[config.mk]
export PLATFORM = sky130hd
export DESIGN_NAME = key_debouncer
export DESIGN_NICKNAME = d
export VERILOG_FILES = /design/src/rtl/kbd_pkg.sv /design/src/rtl/key_debounce_ch.sv /design/src/rtl/key_debouncer.sv
export SDC_FILE = /design/constraint.sdc
export NUM_CORES = 1
export LEC_CHECK = 0
export CAP_MARGIN = 10
export CELL_PAD_IN_SITES_DETAIL_PLACEMENT = 0
export CELL_PAD_IN_SITES_GLOBAL_PLACEMENT = 1
export CORE_UTILIZATION = 46
export CTS_BUF_LIST = sky130_fd_sc_hd__clkbuf_4
export DETAILED_ROUTE_END_ITERATION = 10
export PLACE_DENSITY_LB_ADDON = 0.1
export SLEW_MARGIN = 20
export SYNTH_ARGS = -nofsm -noshare
export SYNTH_HDL_FRONTEND = slang
export SYNTH_SLANG_ARGS = --single-unit
[constraint.sdc]
create_clock -name clk -period 2 [get_ports clk]
set_input_delay 0.5 -clock clk [delete_from_list [all_inputs] [get_ports clk]]
set_output_delay 0.5 -clock clk [all_outputs]
set_load 0.05 [all_outputs]
[src/rtl/kbd_pkg.sv]
// Shared definitions for the key debouncer: per-key FSM states and default timing.
package kbd_pkg;

  typedef enum logic [1:0] {
    IDLE         = 2'd0,
    PRESS_WAIT   = 2'd1,
    HELD         = 2'd2,
    RELEASE_WAIT = 2'd3
  } kbd_state_t;

  localparam int DEF_NUM_KEYS     = 4;
  localparam int DEF_ACTIVE_LOW   = 1;
  localparam int DEF_STABLE_TICKS = 4;
  localparam int DEF_LONG_TICKS   = 50;
  localparam int DEF_REPEAT_TICKS = 10;

  // Bits needed to hold values 0..max_count without wrapping.
  function automatic int cnt_width(input int max_count);
    return $clog2(max_count) + 1;
  endfunction

endpackage

[src/rtl/key_debounce_ch.sv]
// One key channel: 2-flop synchronizer, debounce FSM, hold/repeat counter, registered pulses.
module key_debounce_ch
  import kbd_pkg::*;
#(
  parameter int ACTIVE_LOW   = DEF_ACTIVE_LOW,
  parameter int STABLE_TICKS = DEF_STABLE_TICKS,
  parameter int LONG_TICKS   = DEF_LONG_TICKS,
  parameter int REPEAT_TICKS = DEF_REPEAT_TICKS
) (
  input  logic clk,
  input  logic reset,
  input  logic tick,
  input  logic key_raw,
  output logic key_state,
  output logic key_press,
  output logic key_release,
  output logic key_repeat
);

  localparam int CW = cnt_width(STABLE_TICKS);
  localparam int HW = cnt_width(LONG_TICKS + REPEAT_TICKS);
  localparam logic [CW-1:0] STABLE_LAST = CW'(STABLE_TICKS - 1);
  localparam logic [HW-1:0] LONG_LAST   = HW'(LONG_TICKS - 1);
  // After the first repeat the hold counter cycles REP_BASE..REP_LAST.
  localparam logic [HW-1:0] REP_BASE    = HW'(LONG_TICKS);
  localparam logic [HW-1:0] REP_LAST    = HW'(LONG_TICKS + REPEAT_TICKS - 1);
  localparam logic          IDLE_LVL    = (ACTIVE_LOW != 0);

  logic            sync1_reg, sync2_reg;
  logic            s;
  kbd_state_t      state_reg;
  logic [CW-1:0]   cnt_reg;
  logic [HW-1:0]   hold_reg;
  logic            state_out_reg, press_reg, release_reg, repeat_reg;

  always_ff @(posedge clk) begin
    if (reset) begin
      sync1_reg <= IDLE_LVL;
      sync2_reg <= IDLE_LVL;
    end else begin
      sync1_reg <= key_raw;
      sync2_reg <= sync1_reg;
    end
  end

  assign s = (ACTIVE_LOW != 0) ? ~sync2_reg : sync2_reg;

  always_ff @(posedge clk) begin
    if (reset) begin
      state_reg     <= IDLE;
      cnt_reg       <= '0;
      hold_reg      <= '0;
      state_out_reg <= 1'b0;
      press_reg     <= 1'b0;
      release_reg   <= 1'b0;
      repeat_reg    <= 1'b0;
    end else begin
      press_reg   <= 1'b0;
      release_reg <= 1'b0;
      repeat_reg  <= 1'b0;
      case (state_reg)
        IDLE: begin
          if (s) begin
            state_reg <= PRESS_WAIT;
            cnt_reg   <= '0;
          end
        end
        PRESS_WAIT: begin
          if (!s) begin
            state_reg <= IDLE;
          end else if (tick) begin
            if (cnt_reg == STABLE_LAST) begin
              state_reg     <= HELD;
              state_out_reg <= 1'b1;
              press_reg     <= 1'b1;
              hold_reg      <= '0;
            end else begin
              cnt_reg <= cnt_reg + 1'b1;
            end
          end
        end
        HELD: begin
          if (!s) begin
            state_reg <= RELEASE_WAIT;
            cnt_reg   <= '0;
          end else if (tick) begin
            // With repeat disabled the counter simply parks at LONG_LAST.
            if (hold_reg == LONG_LAST) begin
              if (REPEAT_TICKS != 0) begin
                repeat_reg <= 1'b1;
                hold_reg   <= REP_BASE;
              end
            end else if ((REPEAT_TICKS != 0) && (hold_reg == REP_LAST)) begin
              repeat_reg <= 1'b1;
              hold_reg   <= REP_BASE;
            end else begin
              hold_reg <= hold_reg + 1'b1;
            end
          end
        end
        RELEASE_WAIT: begin
          if (s) begin
            state_reg <= HELD;
          end else if (tick) begin
            if (cnt_reg == STABLE_LAST) begin
              state_reg     <= IDLE;
              state_out_reg <= 1'b0;
              release_reg   <= 1'b1;
            end else begin
              cnt_reg <= cnt_reg + 1'b1;
            end
          end
        end
        default: state_reg <= IDLE;
      endcase
    end
  end

  assign key_state   = state_out_reg;
  assign key_press   = press_reg;
  assign key_release = release_reg;
  assign key_repeat  = repeat_reg;

endmodule

[src/rtl/key_debouncer.sv]
// Multi-key debouncer: NUM_KEYS independent channels timed by an external tick strobe.
module key_debouncer
  import kbd_pkg::*;
#(
  parameter int NUM_KEYS     = DEF_NUM_KEYS,
  parameter int ACTIVE_LOW   = DEF_ACTIVE_LOW,
  parameter int STABLE_TICKS = DEF_STABLE_TICKS,
  parameter int LONG_TICKS   = DEF_LONG_TICKS,
  parameter int REPEAT_TICKS = DEF_REPEAT_TICKS
) (
  input  logic                clk,
  input  logic                reset,
  input  logic                tick,
  input  logic [NUM_KEYS-1:0] key_raw,
  output logic [NUM_KEYS-1:0] key_state,
  output logic [NUM_KEYS-1:0] key_press,
  output logic [NUM_KEYS-1:0] key_release,
  output logic [NUM_KEYS-1:0] key_repeat
);

  generate
    for (genvar gi = 0; gi < NUM_KEYS; gi++) begin : g_key
      key_debounce_ch #(
        .ACTIVE_LOW  (ACTIVE_LOW),
        .STABLE_TICKS(STABLE_TICKS),
        .LONG_TICKS  (LONG_TICKS),
        .REPEAT_TICKS(REPEAT_TICKS)
      ) u_ch (
        .clk        (clk),
        .reset      (reset),
        .tick       (tick),
        .key_raw    (key_raw[gi]),
        .key_state  (key_state[gi]),
        .key_press  (key_press[gi]),
        .key_release(key_release[gi]),
        .key_repeat (key_repeat[gi])
      );
    end
  endgenerate

endmodule

==> results of run 1 <==
[routing by layer]
layer | vias up | wire (µm)
met5 | - | 0
li1 | 1433 | -
met1 | 1253 | 3170
met3 | 9 | 196
met4 | 0 | 92
met2 | 38 | 3010
[power by group]
group          switching [mW]  leakage [nW]  internal (mW)  total [mW]
sequential             0.0110         0.582           1.44        1.45
clock                   0.505        0.0910          0.622        1.13
combinational          0.0458         0.924         0.0431      0.0888
[repair_timing]
item	4_1_cts	5_1_grt
setup buffers	0	0
endpoints found under the setup margin	12	0
resized for setup	12	0
endpoints found under the hold margin	0	0
[final cells by class]
| cell class | count | share of cell area [%] |
|---|---|---|
| Tap cell | 99 | 3.07 |
| Timing Repair Buffer | 41 | 8.24 |
| Sequential cell | 72 | 35.7 |
| Inverter | 16 | 1.49 |
| Multi-Input combinational cell | 286 | 47.1 |
| Clock buffer | 9 | 1.67 |
| Clock inverter | 7 | 2.73 |
[critical path, stage by stage, from the launching register on]
cell and delay, ns:
dfxtp_1 0.37, ha_1 0.19, ha_1 0.23, nand3b_4 0.10
a21o_1 0.21, or4_1 0.50, a21oi_1 0.15
[cell usage after synthesis (2+ instances only)]
| cell type | n |
|---|---|
| a211oi_1 | 7 |
| xnor2_1 | 10 |
| ha_1 | 20 |
| a22oi_1 | 2 |
| and2_1 | 4 |
| nand4b_1 | 3 |
| dfxtp_1 | 72 |
| clkbuf_1 | 12 |
| a31oi_1 | 3 |
| nand4bb_1 | 3 |
| or2b_1 | 2 |
| nand3b_1 | 2 |
| xor2_1 | 5 |
| buf_4 | 16 |
| nor2_1 | 44 |
| nand3_1 | 17 |
| nand2b_1 | 11 |
| or4_1 | 5 |
| a2bb2oi_1 | 4 |
| nor3_1 | 12 |
| nor2b_1 | 12 |
| or2_2 | 9 |
| inv_1 | 16 |
| or3_1 | 2 |
| o21bai_1 | 2 |
| a21oi_1 | 21 |
| nand2_1 | 19 |
| a21o_1 | 9 |
| a32o_1 | 2 |
| o21ai_0 | 15 |
| mux2i_1 | 16 |
| and3_1 | 10 |
[cells by family after synthesis]
group                    count (synthesis)  synth area share, %
multiplexers                            16                 4.47
adder cells (fa/ha/maj)                 20                 6.98
AND/OR/NAND/NOR                        159                 23.8
buffers and inverters                   46                 6.70
flip-flops                              72                 40.2
AO/OA/AOI/OAI                           76                 14.1
XOR/XNOR                                15                 3.67
[cell usage in the layout (no fill, tap or decap), types with 11 or more instances in the layout]
master	instances
o21ai_0	15
ha_1	20
dlygate4sd2_1	12
nand2_1	19
dfxtp_1	72
a21oi_1	21
nand2b_1	11
nor3_1	12
inv_1	16
nor2b_1	12
buf_4	23
nor2_1	44
nand3_1	17
mux2i_1	16
[final timing paths]
check	startpoint	slack, ns	to	cells after the start
setup / recovery	g_key[1].u_ch.cnt_reg[0]	0.20	g_key[1].u_ch.hold_reg[6]	6
hold / removal	g_key[3].u_ch.sync1_reg	0.41	g_key[3].u_ch.sync2_reg	1
setup reg to reg	g_key[1].u_ch.cnt_reg[0]	0.20	g_key[1].u_ch.hold_reg[6]	6
hold reg to reg	g_key[3].u_ch.sync1_reg	0.41	g_key[3].u_ch.sync2_reg	1
==> impl_metrics.ini, run 1 <==
[run_status]
status = finished, final reports clean

[sta]
setup_tns_ns = 0
finalMaxSlewViolations = 0
setup_slack_ns = 0.199
maxSlewHeadroom_pct = 64.7
period_share_pct = 90.0
setup_viol = 0
rsz0062_at_grt = false
hold_viol = 0
final.min_clock_period_ns = 1.80
max_freq_mhz = 555
hold_ws_ns = 0.411
skew_ns = 0.0108
worst_pin_slew_ns = 0.528

[layout]
final_area_um2 = 4040
largest_reg_flops = 28
nNetsFinal = 453
multi_input_area_um2 = 1900
regArea_um2 = 1440
finish.cell_count_without_fillers = 530
fillers = 714
fin_util_pct = 54.5
drive_above_1_share_pct = 11.8
n_antenna_cell = 0
syn_to_final_growth_pct = 12.7

[run]
drv_cap = 0

[global_route]
grt_usage_pct = 17.5
grt_start_max_net_pins = 26
antenna_found_initial = 0
overflow = 0
grtUsageMet2_pct = 29.5
grt_use_met3_pct = 4.63
grt_pass1_wl_um = 11700
use_met1_pct = 21.4
grt_pass1_vias = 2675
gr-max-usage-layer = met2

[critical_path]
cp_max_fo = 3
worst-setup-path-type = reg2reg
cp-end-kind = register
arrival_ns = 2.15
crit_path_start_kind = register
required_ns = 2.35

[synthesis]
synth_area_leaders = dfxtp_1, ha_1, nor2_1, mux2i_1, buf_4
async_flop_share_pct = 0
synth_seq_area_share_pct = 40.2
synth_area_per_cell_um2 = 8.87
synth_ff_type = dfxtp_1
yosysWarnings = 0
synth.distinct_cells = 49
synth-edff-count = 0
syn_area_um2 = 3580
synthCells = 404
yosysTopAreaCell = dfxtp_1
synth_nets = 431
ys_ff_latch = 72
synth_top_area_share_pct = 40.2

[routing]
vias = 2733
drc = 0
routed_via_density = 5.16
postRouteAntennaNets = 0
drt-initial-drc-count = 65
drt_first_pass_iters = 4
wl_per_cell_um = 12.2
wirelength_um = 6470

[clocking]
cts_buffers = 9
cts_buffer_depth = 2
cts_htree_levels = 3
path_clk_slew_ns = 0.11
cts-root-buf = clkbuf_4
numClockSinks = 72
clk_latency_ns = 0.41
cts_tree = done
holdBufCountCts = 0

[floorplanning]
die_x_um = 90.3
core-area_um2 = 7410
start_util_pct = 48.4
fp.dieArea_um2 = 8150
die_h_um = 90.3
row_count = 31
ios = 23

[power]
power_mw = 2.67
irDropWorstVdd_mv = 0.444
total_leakage_power_nw = 1.60
p_per_area_nw_per_um2 = 661

[placement]
dp.cells = 514
pre_cts_slack_ns = -0.181
place_area_um2 = 3870
portBuffers = 22
hpwl_um = 4780
gp_congestion = 0.778

[worst_hold_path]
hp-class = reg2reg
No activity file was read; power rests on OpenSTA's default activity.
==> run 2, diff against run 1 <==
CORE_ASPECT_RATIO = 0.75   (was not set)
==> run 2 against run 1 <==
  * Sequential cell count unchanged
  * Power shrank 16%
  * First-iteration DRC count rose by 25%
  * Register-to-register slack about the same
  * Critical endpoint unchanged
  * Design area down 1.6%
  * Count of clock-buffer cells in the layout rose by 1
  * Clock power decreased by 38%
  * Critical path depth is the same
  * Worst setup slack gained 0.0086 ns
  * Die area is essentially flat
  * Critical path type unchanged
==> impl_metrics.ini, run 2 (synthesized netlist as in run 1, its figures left out) <==
[run_status]
status = finished, final reports clean

[layout]
final_area_um2 = 3970
n_antenna_cell = 0
nNetsFinal = 456
drive_above_1_share_pct = 11.8
final_common_cell = dfxtp_1
fillers = 705
fin_util_pct = 53.5
syn_to_final_growth_pct = 10.9
finish.cell_count_without_fillers = 532
layout_common_cells = dfxtp_1, nor2_1, buf_4
largest_reg_flops = 28

[routing]
vias = 2715
wl_per_cell_um = 12.6
wirelength_um = 6680
postRouteAntennaNets = 0
drt_first_pass_iters = 4
routed_via_density = 5.10
drc = 0
drt-initial-drc-count = 81

[power]
total_leakage_power_nw = 1.57
p_per_area_nw_per_um2 = 566
irDropWorstVdd_mv = 0.341

[sta]
maxSlewHeadroom_pct = 65.4
rsz0062_at_grt = false
period_share_pct = 89.6
max_freq_mhz = 558
worst_pin_slew_ns = 0.518
skew_ns = 0.00818
final.min_clock_period_ns = 1.79
setup_slack_ns = 0.208
setup_viol = 0
hold_ws_ns = 0.380
hold_viol = 0
finalMaxSlewViolations = 0

[worst_hold_path]
hp-class = in2reg
hold_path_end = g_key[3].u_ch.hold_reg[1]
hp-start = reset
min_path_cells = 2

[floorplanning]
core-area_um2 = 7430
die_x_um = 104
ios = 23
start_util_pct = 48.2
die_h_um = 78.4
row_count = 27
fp.dieArea_um2 = 8150

[global_route]
overflow = 0
antenna_found_initial = 0
grt_pass1_vias = 2510
grt_usage_pct = 18.1
grt_start_max_net_pins = 18
grt_pass1_wl_um = 11800

[clocking]
path_clk_slew_ns = 0.10
cts_tree = done
numClockSinks = 72
cts_buffer_depth = 2
cts_htree_levels = 3
clk_latency_ns = 0.41
cts_buffers = 9
holdBufCountCts = 0
cts-root-buf = clkbuf_4

[run]
drv_cap = 0

[placement]
pre_cts_slack_ns = -0.142
dp.cells = 519
place_area_um2 = 3900
portBuffers = 22
gp_congestion = 0.788
hpwl_um = 4820

[critical_path]
worst-setup-path-type = reg2reg
r2r_slack_ns = 0.21
arrival_ns = 2.13
r2r.worst_path.cells = 6
r2r-end = g_key[1].u_ch.hold_reg[6]
cp-end-kind = register
r2r-start = g_key[1].u_ch.cnt_reg[0]
required_ns = 2.34
crit_path_start_kind = register
cp_max_fo = 3
-- run 2: how the worst max path moves through the flow --
stage	startpoint	to	slack [ns]	cells past startpoint
5_1_grt	g_key[0].u_ch.hold_reg[0]	g_key[0].u_ch.hold_reg[3]	0.07	5
4_1_cts	g_key[1].u_ch.key_press	key_press[1]	0.20	1
3_5_place_dp	tick	g_key[3].u_ch.hold_reg[5]	-0.14	6
3_3_place_gp	tick	g_key[3].u_ch.hold_reg[5]	-0.08	6
6_report	g_key[1].u_ch.cnt_reg[0]	g_key[1].u_ch.hold_reg[6]	0.21	6
2_1_floorplan	g_key[1].u_ch.cnt_reg[0]	g_key[1].u_ch.hold_reg[6]	0.29	6
-- run 2: metal layers --
layer,routed length (µm),share of wire (%),global-route usage (%),up-vias
met4,73,1.1,6.00,0
met1,3640,55,25.4,1215
li1,-,-,-,1441
met3,295,4.4,5.73,7
met5,0,0,0,-
met2,2670,40,26.1,52
-- run 2: power breakdown --
part           total (mW)  switching, mW  internal [mW]
logic              0.0939         0.0476         0.0463
clock network       0.698          0.458          0.240
registers            1.45         0.0115           1.44
total                2.25          0.517           1.73
-- run 2: layout make-up --
type,count,area (µm²),area share (%)
clock inverter,3,12.5,0.315
inverter,16,60.1,1.51
tap,101,126,3.18
multi-input combinational,286,1900,47.9
sequential,72,1440,36.3
timing repair buffer,44,355,8.94
clock buffer,10,75.1,1.89
-- run 2: timing repair --
| item | CTS | global route |
|---|---|---|
| buffers inserted | 0 | 0 |
| hold endpoints to repair | 0 | 0 |
| endpoints found under the setup margin | 12 | 0 |
| resized for setup | 12 | 0 |
-- run 2: stage by stage --
stage / TNS (ns) / total power, mW
finish: 0 / 2.25
global placement: -0.670 / 1.58
detailed placement: -1.37 / 1.58
global route: 0 / 2.37
floorplan: 0 / 1.53
CTS: 0 / 2.29
-- run 2: critical path, stage by stage, from the launching register on --
cell and delay (ns):
dfxtp_1 0.36, ha_1 0.19, ha_1 0.22, nand3b_4 0.10, a21o_1 0.21, or4_1 0.50, a21oi_1 0.16
==> run 3, diff against run 2 <==
TNS_END_PERCENT = 10   (was not set)
clock period = 1.8 ns   (was 2 ns; I/O delays follow)
==> run 3 against run 2 <==
  * Register-to-register slack worse by 0.16 ns
  * Clock power rose by 19%
  * Combinational power up 13%
  * Critical path type unchanged
  * Core utilization grew 0.66 points
==> impl_metrics.ini, run 3 (synthesized netlist as in run 1, its figures left out) <==
[run_status]
status = finished, final reports clean

[sta]
final.min_clock_period_ns = 1.75
worst_pin_slew_ns = 0.339
hold_ws_ns = 0.394
setup_viol = 0
max_freq_mhz = 570
setup_tns_ns = 0
hold_viol = 0
period_share_pct = 97.4
finalMaxSlewViolations = 0
skew_ns = 0.0127
rsz0062_at_grt = true
maxSlewHeadroom_pct = 77.4

[global_route]
overflow = 0
grt_pass1_vias = 2537
antenna_found_initial = 0
grt_pass1_wl_um = 12100
grt_usage_pct = 18.4
grt_start_max_net_pins = 15

[placement]
dp.cells = 523
portBuffers = 22
hpwl_um = 4980
gp_congestion = 0.828
place_area_um2 = 3900

[layout]
drive_above_1_share_pct = 17.1
final_common_cell = dfxtp_1
n_antenna_cell = 0
nNetsFinal = 460
finish.cell_count_without_fillers = 539
final_area_um2 = 4020
largest_reg_flops = 28
syn_to_final_growth_pct = 12.2
layout_common_cells = dfxtp_1, nor2_1, buf_4

[floorplanning]
die_h_um = 78.4
die_x_um = 104
ios = 23
row_count = 27
fp.dieArea_um2 = 8150
start_util_pct = 48.2
core-area_um2 = 7430

[worst_hold_path]
min_path_cells = 2
hp-start = reset
hp-class = in2reg
hold_path_end = g_key[3].u_ch.cnt_reg[2]

[clocking]
path_clk_slew_ns = 0.11
cts-root-buf = clkbuf_4
numClockSinks = 72
cts_htree_levels = 3
cts_tree = done
clk_latency_ns = 0.41
cts_buffer_depth = 2
cts_buffers = 9

[routing]
wl_per_cell_um = 12.7
routed_via_density = 5.10
drt-initial-drc-count = 57
postRouteAntennaNets = 0
vias = 2749
drc = 0
wirelength_um = 6820
drt_first_pass_iters = 4

[power]
p_per_area_nw_per_um2 = 635
p_sw_mw = 0.632
power_mw = 2.55
irDropWorstVdd_mv = 0.306
total_leakage_power_nw = 1.55
pwr-share-clk_pct = 32.5
switching_share_pct = 24.7
p_comb_share_pct = 4.2
p_seq_share_pct = 63.3
p_int_mw = 1.92

[critical_path]
r2r-end = g_key[1].u_ch.hold_reg[6]
arrival_ns = 2.10
required_ns = 2.14
cp_max_fo = 3
cp-end-kind = register
crit_path_start_kind = register
worst-setup-path-type = reg2reg
r2r-start = g_key[1].u_ch.cnt_reg[0]
r2r.worst_path.cells = 6
r2r_slack_ns = 0.05
worstSetupStartpoint = g_key[1].u_ch.cnt_reg[0]

[run]
drv_cap = 0
run 3: changes by cell type in the layout (fill, tap and decap cells not counted), sizes merged:
cell         delta
buf            +16
clkbuf          -1
clkinv          +1
clkinvlp        +3
dlygate4sd2    -12
run 3: through the flow:
stage	utilization, %	setup slack, ns
after global placement	52.5	-0.229
after detailed placement	52.5	-0.270
final	54.1	0.0462
after CTS	54.0	0.0199
after global routing	54.1	-0.0556
after floorplan	-	0.0907
run 3: critical path, stage by stage, from the launching register on:
cell      delay, ns
dfxtp_2        0.36
ha_2           0.18
ha_2           0.20
nand3b_4       0.09
a21o_1         0.20
or4_1          0.51
a21oi_1        0.15
run 3: cell type report:
class | count | area, µm²
Multi-Input combinational cell | 286 | 1910
Clock buffer | 9 | 67.6
Tap cell | 101 | 126
Sequential cell | 72 | 1440
Fill cell | 723 | 3410
Clock inverter | 7 | 38.8
Inverter | 16 | 60.1
Timing Repair Buffer | 48 | 370
run 3: worst max path at each step:
stage	end	cells after the start
after global routing	g_key[1].u_ch.hold_reg[6]	6
after CTS	g_key[1].u_ch.hold_reg[6]	6
final	g_key[1].u_ch.hold_reg[6]	6
after global placement	g_key[3].u_ch.hold_reg[5]	6
after floorplan	g_key[1].u_ch.hold_reg[6]	6
after detailed placement	g_key[3].u_ch.hold_reg[4]	6
run 3: routing by layer:
metal / global-route usage [%] / wire (µm)
met1: 26.6 / 3730
met2: 26.3 / 2780
met3: 5.73 / 281
met4: 4.29 / 37
met5: 0 / 0
run 3: timing repair:
action                     CTS  global route
setup buffers                0             0
hold buffers                 0             0
setup endpoints to repair    1            10
resized for setup            2             5
run 3: power groups by stage:
stage	Clock [mW]	Sequential [mW]	Combinational, mW
2_1_floorplan	0	1.65	0.0570
6_report	0.831	1.62	0.106
3_3_place_gp	0	1.65	0.106
3_5_place_dp	0	1.65	0.107
4_1_cts	0.876	1.62	0.108
5_1_grt	0.935	1.62	0.118
